--- src/rtl/a51_keystream_gen.sv ---
// ---------------------------------------------------------------------------
// a51_keystream_gen
//
// Self-sequencing A5/1 keystream generator. A run parallel-loads a key and a
// frame number, shifts them bit-serially into the three LFSRs (KEY and FRAME
// phases, all registers stepping), runs MIX_CYCLES majority-clocked warm-up
// steps whose output is thrown away, then produces KS_BITS keystream bits.
// The bits are packed OUT_W at a time (earliest bit in the MSB) and offered
// on a valid/ready stream.
//
// Handshake: ks_word/ks_last are stable while ks_valid is high; a word is
// consumed on a rising edge where ks_valid & ks_ready. A new word may be
// loaded on the same edge the previous one is consumed, so there is no
// bubble between words.
//
// Optional feature (macro A51_FRAME_AUTOINC_EN): after the final word of a
// run is accepted the generator restarts on its own with frame_cur + 1 and
// the latched key, and only abort/reset bring it back to IDLE. With the
// macro undefined the generator returns to IDLE after each run.
//
// Ports:
//   clk        in   rising-edge clock
//   reset      in   synchronous, active-high reset
//   start      in   request a run (sampled only in IDLE)
//   abort      in   synchronous cancel of any run
//   key        in   KEY_BITS key, bit 0 shifted in first
//   frame      in   FRAME_BITS frame number, bit 0 shifted in first
//   busy       out  high in every state except IDLE
//   ks_valid   out  ks_word holds an unconsumed word
//   ks_ready   in   consumer ready
//   ks_word    out  OUT_W packed keystream bits, earliest bit in MSB
//   ks_last    out  marks the final word of a run
//   done       out  one-cycle pulse following acceptance of the final word
//   frame_cur  out  frame number used by the current/last run
//   dbg_state  out  FSM state for observation
// ---------------------------------------------------------------------------
module a51_keystream_gen #(
    parameter int KEY_BITS   = 64,
    parameter int FRAME_BITS = 22,
    parameter int MIX_CYCLES = 100,
    parameter int KS_BITS    = 228,
    parameter int OUT_W      = 4
) (
    input  logic                  clk,
    input  logic                  reset,
    input  logic                  start,
    input  logic                  abort,
    input  logic [KEY_BITS-1:0]   key,
    input  logic [FRAME_BITS-1:0] frame,
    output logic                  busy,
    output logic                  ks_valid,
    input  logic                  ks_ready,
    output logic [OUT_W-1:0]      ks_word,
    output logic                  ks_last,
    output logic                  done,
    output logic [FRAME_BITS-1:0] frame_cur,
    output logic [2:0]            dbg_state
);

    localparam int MAX_KF  = (KEY_BITS > FRAME_BITS) ? KEY_BITS : FRAME_BITS;
    localparam int MAX_MK  = (MIX_CYCLES > KS_BITS) ? MIX_CYCLES : KS_BITS;
    localparam int MAX_LEN = (MAX_KF > MAX_MK) ? MAX_KF : MAX_MK;
    localparam int CNT_W   = $clog2(MAX_LEN + 1);
    localparam int N_WORDS = KS_BITS / OUT_W;
    localparam int WCNT_W  = $clog2(N_WORDS + 1);
    localparam int PCNT_W  = $clog2(OUT_W + 1);

    if ((KS_BITS % OUT_W) != 0) begin : g_bad_ks_bits
        $error("KS_BITS must be a multiple of OUT_W");
    end

    typedef enum logic [2:0] {
        S_IDLE  = 3'd0,
        S_KEY   = 3'd1,
        S_FRAME = 3'd2,
        S_MIX   = 3'd3,
        S_GEN   = 3'd4
    } state_t;

    // One LFSR step: shift toward the MSB, feedback (plus optional load bit)
    // enters bit 0.
    function automatic logic [18:0] step_r1(input logic [18:0] r, input logic in_bit);
        return {r[17:0], r[18] ^ r[17] ^ r[16] ^ r[13] ^ in_bit};
    endfunction

    function automatic logic [21:0] step_r2(input logic [21:0] r, input logic in_bit);
        return {r[20:0], r[21] ^ r[20] ^ in_bit};
    endfunction

    function automatic logic [22:0] step_r3(input logic [22:0] r, input logic in_bit);
        return {r[21:0], r[22] ^ r[21] ^ r[20] ^ r[7] ^ in_bit};
    endfunction

    state_t                state_q, state_d;
    logic [18:0]           r1_q, r1_d;
    logic [21:0]           r2_q, r2_d;
    logic [22:0]           r3_q, r3_d;
    logic [CNT_W-1:0]      cnt_q, cnt_d;
    logic [KEY_BITS-1:0]   key_q, key_d;
    logic [FRAME_BITS-1:0] frame_sh_q, frame_sh_d;
    logic [FRAME_BITS-1:0] frame_cur_q, frame_cur_d;
    logic [OUT_W-1:0]      pack_q, pack_d;
    logic [PCNT_W-1:0]     pack_cnt_q, pack_cnt_d;
    logic [WCNT_W-1:0]     wcnt_q, wcnt_d;
    logic [OUT_W-1:0]      ks_word_q, ks_word_d;
    logic                  ks_valid_q, ks_valid_d;
    logic                  ks_last_q, ks_last_d;
    logic                  done_q, done_d;

    // Majority-clocked step, shared by MIX and GEN.
    logic        maj;
    logic [18:0] r1_maj;
    logic [21:0] r2_maj;
    logic [22:0] r3_maj;
    logic        z_maj;

    assign maj    = (r1_q[8] & r2_q[10]) | (r1_q[8] & r3_q[10]) | (r2_q[10] & r3_q[10]);
    assign r1_maj = (r1_q[8]  == maj) ? step_r1(r1_q, 1'b0) : r1_q;
    assign r2_maj = (r2_q[10] == maj) ? step_r2(r2_q, 1'b0) : r2_q;
    assign r3_maj = (r3_q[10] == maj) ? step_r3(r3_q, 1'b0) : r3_q;
    assign z_maj  = r1_maj[18] ^ r2_maj[21] ^ r3_maj[22];

    logic             pack_full;
    logic             accept;
    logic             xfer;
    logic             gen_step;
    logic [OUT_W-1:0] pack_base;

    always_comb begin
        state_d     = state_q;
        r1_d        = r1_q;
        r2_d        = r2_q;
        r3_d        = r3_q;
        cnt_d       = cnt_q;
        key_d       = key_q;
        frame_sh_d  = frame_sh_q;
        frame_cur_d = frame_cur_q;
        pack_d      = pack_q;
        pack_cnt_d  = pack_cnt_q;
        wcnt_d      = wcnt_q;
        ks_word_d   = ks_word_q;
        ks_valid_d  = ks_valid_q;
        ks_last_d   = ks_last_q;
        done_d      = 1'b0;
        pack_full   = (pack_cnt_q == PCNT_W'(OUT_W));
        accept      = ks_valid_q & ks_ready;
        xfer        = 1'b0;
        gen_step    = 1'b0;
        pack_base   = pack_q;

        case (state_q)
            S_IDLE: begin
                if (start) begin
                    key_d       = key;
                    frame_sh_d  = frame;
                    frame_cur_d = frame;
                    r1_d        = '0;
                    r2_d        = '0;
                    r3_d        = '0;
                    cnt_d       = '0;
                    pack_d      = '0;
                    pack_cnt_d  = '0;
                    wcnt_d      = '0;
                    state_d     = S_KEY;
                end
            end

            S_KEY: begin
                r1_d = step_r1(r1_q, key_q[0]);
                r2_d = step_r2(r2_q, key_q[0]);
                r3_d = step_r3(r3_q, key_q[0]);
                // Rotate rather than shift: after KEY_BITS steps the latched
                // key is intact again, so an auto-restarted run can reuse it.
                key_d = (key_q >> 1) | (key_q << (KEY_BITS - 1));
                if (cnt_q == CNT_W'(KEY_BITS - 1)) begin
                    cnt_d   = '0;
                    state_d = S_FRAME;
                end else begin
                    cnt_d = cnt_q + CNT_W'(1);
                end
            end

            S_FRAME: begin
                r1_d       = step_r1(r1_q, frame_sh_q[0]);
                r2_d       = step_r2(r2_q, frame_sh_q[0]);
                r3_d       = step_r3(r3_q, frame_sh_q[0]);
                frame_sh_d = frame_sh_q >> 1;
                if (cnt_q == CNT_W'(FRAME_BITS - 1)) begin
                    cnt_d   = '0;
                    state_d = S_MIX;
                end else begin
                    cnt_d = cnt_q + CNT_W'(1);
                end
            end

            S_MIX: begin
                r1_d = r1_maj;
                r2_d = r2_maj;
                r3_d = r3_maj;
                if (cnt_q == CNT_W'(MIX_CYCLES - 1)) begin
                    cnt_d      = '0;
                    pack_cnt_d = '0;
                    wcnt_d     = '0;
                    state_d    = S_GEN;
                end else begin
                    cnt_d = cnt_q + CNT_W'(1);
                end
            end

            S_GEN: begin
                // A full pack may move out when the output slot is empty or
                // being emptied this cycle. While it cannot, the LFSRs hold so
                // no keystream bit is lost.
                xfer     = pack_full & (~ks_valid_q | ks_ready);
                gen_step = (cnt_q != CNT_W'(KS_BITS)) & (~pack_full | xfer);

                if (accept) begin
                    ks_valid_d = 1'b0;
                    ks_last_d  = 1'b0;
                end

                if (xfer) begin
                    ks_word_d  = pack_q;
                    ks_valid_d = 1'b1;
                    ks_last_d  = (wcnt_q == WCNT_W'(N_WORDS - 1));
                    wcnt_d     = wcnt_q + WCNT_W'(1);
                    pack_cnt_d = '0;
                    pack_base  = '0;
                end

                if (gen_step) begin
                    r1_d       = r1_maj;
                    r2_d       = r2_maj;
                    r3_d       = r3_maj;
                    pack_d     = (pack_base << 1) | OUT_W'(z_maj);
                    pack_cnt_d = (xfer ? PCNT_W'(0) : pack_cnt_q) + PCNT_W'(1);
                    cnt_d      = cnt_q + CNT_W'(1);
                end

                if (accept & ks_last_q) begin
                    done_d = 1'b1;
`ifdef A51_FRAME_AUTOINC_EN
                    // Continuous framing: next frame number, same key.
                    frame_cur_d = frame_cur_q + FRAME_BITS'(1);
                    frame_sh_d  = frame_cur_q + FRAME_BITS'(1);
                    r1_d        = '0;
                    r2_d        = '0;
                    r3_d        = '0;
                    cnt_d       = '0;
                    pack_d      = '0;
                    pack_cnt_d  = '0;
                    wcnt_d      = '0;
                    state_d     = S_KEY;
`else
                    state_d = S_IDLE;
`endif
                end
            end

            default: begin
                state_d = S_IDLE;
            end
        endcase

        // Abort wins over everything above; frame_cur survives it.
        if (abort) begin
            state_d    = S_IDLE;
            r1_d       = '0;
            r2_d       = '0;
            r3_d       = '0;
            cnt_d      = '0;
            pack_d     = '0;
            pack_cnt_d = '0;
            wcnt_d     = '0;
            ks_word_d  = '0;
            ks_valid_d = 1'b0;
            ks_last_d  = 1'b0;
            done_d     = 1'b0;
        end
    end

    always_ff @(posedge clk) begin
        if (reset) begin
            state_q     <= S_IDLE;
            r1_q        <= '0;
            r2_q        <= '0;
            r3_q        <= '0;
            cnt_q       <= '0;
            key_q       <= '0;
            frame_sh_q  <= '0;
            frame_cur_q <= '0;
            pack_q      <= '0;
            pack_cnt_q  <= '0;
            wcnt_q      <= '0;
            ks_word_q   <= '0;
            ks_valid_q  <= 1'b0;
            ks_last_q   <= 1'b0;
            done_q      <= 1'b0;
        end else begin
            state_q     <= state_d;
            r1_q        <= r1_d;
            r2_q        <= r2_d;
            r3_q        <= r3_d;
            cnt_q       <= cnt_d;
            key_q       <= key_d;
            frame_sh_q  <= frame_sh_d;
            frame_cur_q <= frame_cur_d;
            pack_q      <= pack_d;
            pack_cnt_q  <= pack_cnt_d;
            wcnt_q      <= wcnt_d;
            ks_word_q   <= ks_word_d;
            ks_valid_q  <= ks_valid_d;
            ks_last_q   <= ks_last_d;
            done_q      <= done_d;
        end
    end

    assign busy      = (state_q != S_IDLE);
    assign ks_valid  = ks_valid_q;
    assign ks_word   = ks_word_q;
    assign ks_last   = ks_last_q;
    assign done      = done_q;
    assign frame_cur = frame_cur_q;
    assign dbg_state = state_q;

endmodule
--- config.mk ---
export PLATFORM = sky130hd
export DESIGN_NAME = a51_keystream_gen
export DESIGN_NICKNAME = d
export VERILOG_FILES = /design/src/rtl/a51_keystream_gen.sv
export SDC_FILE = /design/constraint.sdc
export NUM_CORES = 1
export LEC_CHECK = 0
export BUFFER_PORTS_ARGS = -buffer_cell sky130_fd_sc_hd__buf_2
export CAP_MARGIN = 40
export CORE_MARGIN = 3
export CORE_UTILIZATION = 25
export DETAILED_ROUTE_END_ITERATION = 6
export RECOVER_POWER = 100
export SYNTH_ARGS = -nofsm -noshare
export SYNTH_HDL_FRONTEND = slang
export SYNTH_SLANG_ARGS = --single-unit
--- constraint.sdc ---
create_clock -name clk -period 5.8 [get_ports clk]
set_clock_uncertainty 0.1 [all_clocks]
set_input_delay 0.58 -clock clk [delete_from_list [all_inputs] [get_ports clk]]
set_output_delay 0.58 -clock clk [all_outputs]
set_load 0.005 [all_outputs]
==> flow_metrics.py <==
metrics = {
    "run_status": {
        "status": "finished, violations left",
        "violations": "capacitance limit, slew limit",
    },
    "cells_and_area": {
        "stdcell_count": 1637,
        "antenna-diode-count": 0,
        "layout.nets": 1267,
        "drive_above_1_share": 0.146,
        "syn2layout_area_growth_pct": 18.1,
        "fin_util": 0.302,
    },
    "power": {
        "clkPwrFrac": 0.471,
        "switching_share": 0.247,
        "power_frac_seq": 0.454,
        "peakVddDrop_mv": 0.193,
        "cellInternalPower_mw": 2.46,
        "p_switching_mw": 0.807,
        "powerDensity_nw_per_um2": 311,
        "p_comb_frac": 0.075,
        "leakagePower_nw": 3.72,
    },
    "timing": {
        "setup_violations": 0,
        "hold_violations": 0,
        "rsz0062_at_grt": "false",
        "fmax_ghz": 0.247,
        "slew_violations": 22,
        "final.min_clock_period_ns": 4.05,
        "relSlewSlack": -0.135,
        "tns_ns": 0,
        "worst_pin_slew_ns": 1.70,
        "fin_crit_sh": 0.697,
    },
    "clock_tree": {
        "ctsRootBufferMaster": "clkbuf_16",
        "cts_sinks": 203,
        "cts_tree": "done",
        "max-clock-path-buffers": 3,
        "cts_resized": 0,
        "h-tree-depth": 1,
        "cts_made_buffers": 25,
        "insertion_delay_ns": 0.53,
        "cts.clk_slew.worst_paths_ns": 0.06,
        "postCtsSetupBuffers": 0,
        "cts_hold_buf": 0,
    },
    "hold_path": {
        "hp-class": "primary input to flop",
    },
    "worst_setup_path": {
        "rrSetupSlack_ns": 1.75,
        "path_cells": "or3b_1 > o22ai_1 > buf_4 > o21ai_0 > o32ai_1",
        "cp.required_ns": 6.12,
        "crit_path_end": "r1_q[0]",
        "r2r_end": "r1_q[0]",
        "worstPathMaxFanout": 47,
        "r2r_cells": 5,
        "critPathLaunch": "dbg_state[2]",
        "end_kind": "flop",
        "r2r-start": "dbg_state[2]",
        "start_kind": "flop",
        "crit_arrival_ns": 4.36,
        "slowest_delay_ns": 1.33,
        "cp_slowest_cell": "o22ai_1",
        "worstSetupPathType": "flop to flop",
    },
    "logic_synthesis": {
        "ys_types": 71,
        "synth_ff_type": "dfxtp_1",
        "yosysSeqAreaShare": 0.456,
        "synthArstFlopShare": 0,
        "synth_area_um2": 8910,
        "postSynthCellCount": 1107,
        "synth_nets": 1209,
        "yosys_warnings": 0,
        "ys_seq_elements": 203,
        "synth_edf_count": 0,
        "avgSynthCellArea_um2": 8.05,
    },
    "detailed_routing": {
        "via_count": 8110,
        "drt-pass1-iter-count": 6,
        "wl_um": 23100,
        "vias_per_cell": 4.95,
        "wire_per_inst_um": 14.1,
        "drc": 0,
        "drtIter0Drc": 511,
        "postRouteAntennaNets": 0,
    },
    "global_routing": {
        "antenna_found_initial": 1,
        "grt_pass1_vias": 7510,
        "grt_util_all_layers": 0.115,
        "grt_pass1_wl_um": 38100,
        "gr-total-overflow": 0,
        "grt_max_degree": 87,
    },
    "placed_design": {
        "place_hpwl_um": 14200,
        "placed_cells": 1593,
        "io_buffers": 123,
        "gp_congestion": 0.755,
    },
    "die": {
        "die_w_um": 195,
        "coreArea_um2": 34900,
        "start_util": 0.256,
        "io_pins": 124,
        "die_y_um": 195,
        "dieArea_um2": 38000,
        "rows": 68,
    },
    "job": {
        "maxCapViolations": 1,
    },
}
==> power groups by stage <==
| stage | Clock [mW] | Sequential, mW | Combinational (mW) |
|---|---|---|---|
| floorplan | 0 | 1.51 | 0.167 |
| global placement | 0 | 1.51 | 0.240 |
| detailed placement | 0 | 1.52 | 0.251 |
| CTS | 1.59 | 1.49 | 0.252 |
| global route | 1.66 | 1.49 | 0.276 |
| finish | 1.54 | 1.49 | 0.245 |
==> kinds of logic after synthesis <==
kind of cell / count (synthesis) / synth area share
fa+ha+maj: 12 / 0.0166
buf+inv: 113 / 0.0592
simple gates: 443 / 0.222
compound gates: 318 / 0.227
xor+xnor: 11 / 0.0108
mux: 7 / 0.00828
flops: 203 / 0.456
==> per-layer routing <==
| metal | track usage | wire (um) |
|---|---|---|
| met5 | 0 | 15 |
| met4 | 0.0301 | 556 |
| met3 | 0.0248 | 1190 |
| met2 | 0.173 | 9970 |
| met1 | 0.165 | 11400 |
==> worst min path at each step <==
stage | depth (start not counted) | slack [ns] | to | startpoint
after global placement | 2 | 0.34 | pack_q[3] | pack_q[3]
after floorplan | 2 | 0.33 | pack_q[3] | pack_q[3]
after global routing | 3 | 0.20 | key_q[16] | key[16]
after detailed placement | 2 | 0.35 | ks_word[3] | pack_q[3]
final | 3 | 0.21 | key_q[51] | key[51]
after CTS | 3 | 0.18 | key_q[41] | key[41]
==> state kept, by name, summed over array words and instances, names as in the netlist, 6 cells and up <==
name        flops
key_q          64
r3_q           23
frame_cur      22
frame_sh_q     22
r2_q           22
r1_q           19
cnt_q           8
wcnt_q          6
==> cell type report <==
cell class | instances | area [um^2]
Timing Repair Buffer | 134 | 726
Tap cell | 455 | 569
Fill cell | 3742 | 24400
Multi-Input combinational cell | 791 | 4310
Clock buffer | 31 | 678
Sequential cell | 203 | 4060
Clock inverter | 13 | 138
Inverter | 10 | 37.5
==> synthesized netlist by cell type, types with 2 or more instances <==
cell,number,share of area
nand2_1,242,0.10
dfxtp_1,203,0.46
a21oi_1,115,0.065
nor2_1,85,0.036
clkbuf_1,72,0.030
o21ai_0,72,0.040
a311oi_1,65,0.064
nand4_1,58,0.041
a31oi_1,23,0.016
buf_2,18,0.010
nand3_1,13,0.0073
ha_1,11,0.015
inv_1,10,0.0042
nor3_1,8,0.0045
or3_1,8,0.0056
xnor2_1,8,0.0079
and2_1,6,0.0042
o21ai_1,6,0.0034
a22oi_1,5,0.0042
buf_4,5,0.0042
clkbuf_8,4,0.0062
mux2i_1,4,0.0045
a211oi_1,3,0.0025
buf_6,3,0.0038
mux2_2,3,0.0038
xor2_1,3,0.0029
a2111oi_0,2,0.0020
a22o_1,2,0.0020
a41o_1,2,0.0022
and4_2,2,0.0022
nor2b_1,2,0.0014
nor3b_1,2,0.0017
o211ai_1,2,0.0017
o22ai_1,2,0.0014
or3b_2,2,0.0020
==> metrics by stage <==
stage          power [mW]  area, um^2  hold slack [ns]  worst slack, ns
6_report             3.27       10500            0.212             1.75
5_1_grt              3.42       10500            0.202             1.54
4_1_cts              3.32       10600            0.180             2.71
3_5_place_dp         1.77        9790            0.347             2.74
3_3_place_gp         1.75        9690            0.341             2.78
2_1_floorplan        1.67        8910            0.332             3.70
==> critical path: cells and delay by family (launching register included) <==
| family | cells | cell delay, ns |
|---|---|---|
| buffers and inverters | 1 | 0.63 |
| DFF | 1 | 0.80 |
| AOI/OAI and AO/OA | 3 | 1.75 |
| and+or+nand+nor | 1 | 0.64 |
==> cell usage in the layout (no fill, tap or decap), types with 3 or more instances in the layout <==
cell | netlist | final
a211oi_1 | 3 | 3
a21oi_1 | 115 | 115
a22oi_1 | 5 | 5
a311oi_1 | 65 | 65
a31oi_1 | 23 | 23
and2_0 | 0 | 3
and2_1 | 6 | 3
buf_16 | 0 | 3
buf_2 | 18 | 103
buf_4 | 5 | 6
clkbuf_1 | 72 | 25
clkbuf_16 | 0 | 25
clkbuf_8 | 4 | 3
clkinv_2 | 0 | 4
clkinvlp_4 | 0 | 3
dfxtp_1 | 203 | 203
ha_1 | 11 | 11
inv_1 | 10 | 10
mux2_2 | 3 | 3
mux2i_1 | 4 | 4
nand2_1 | 242 | 241
nand3_1 | 13 | 13
nand4_1 | 58 | 58
nor2_1 | 85 | 85
nor3_1 | 8 | 8
o21ai_0 | 72 | 72
o21ai_1 | 6 | 6
o22ai_1 | 2 | 3
or3_1 | 8 | 9
xnor2_1 | 8 | 8
xor2_1 | 3 | 3
Note: power is estimated with default switching activity, not from simulation.
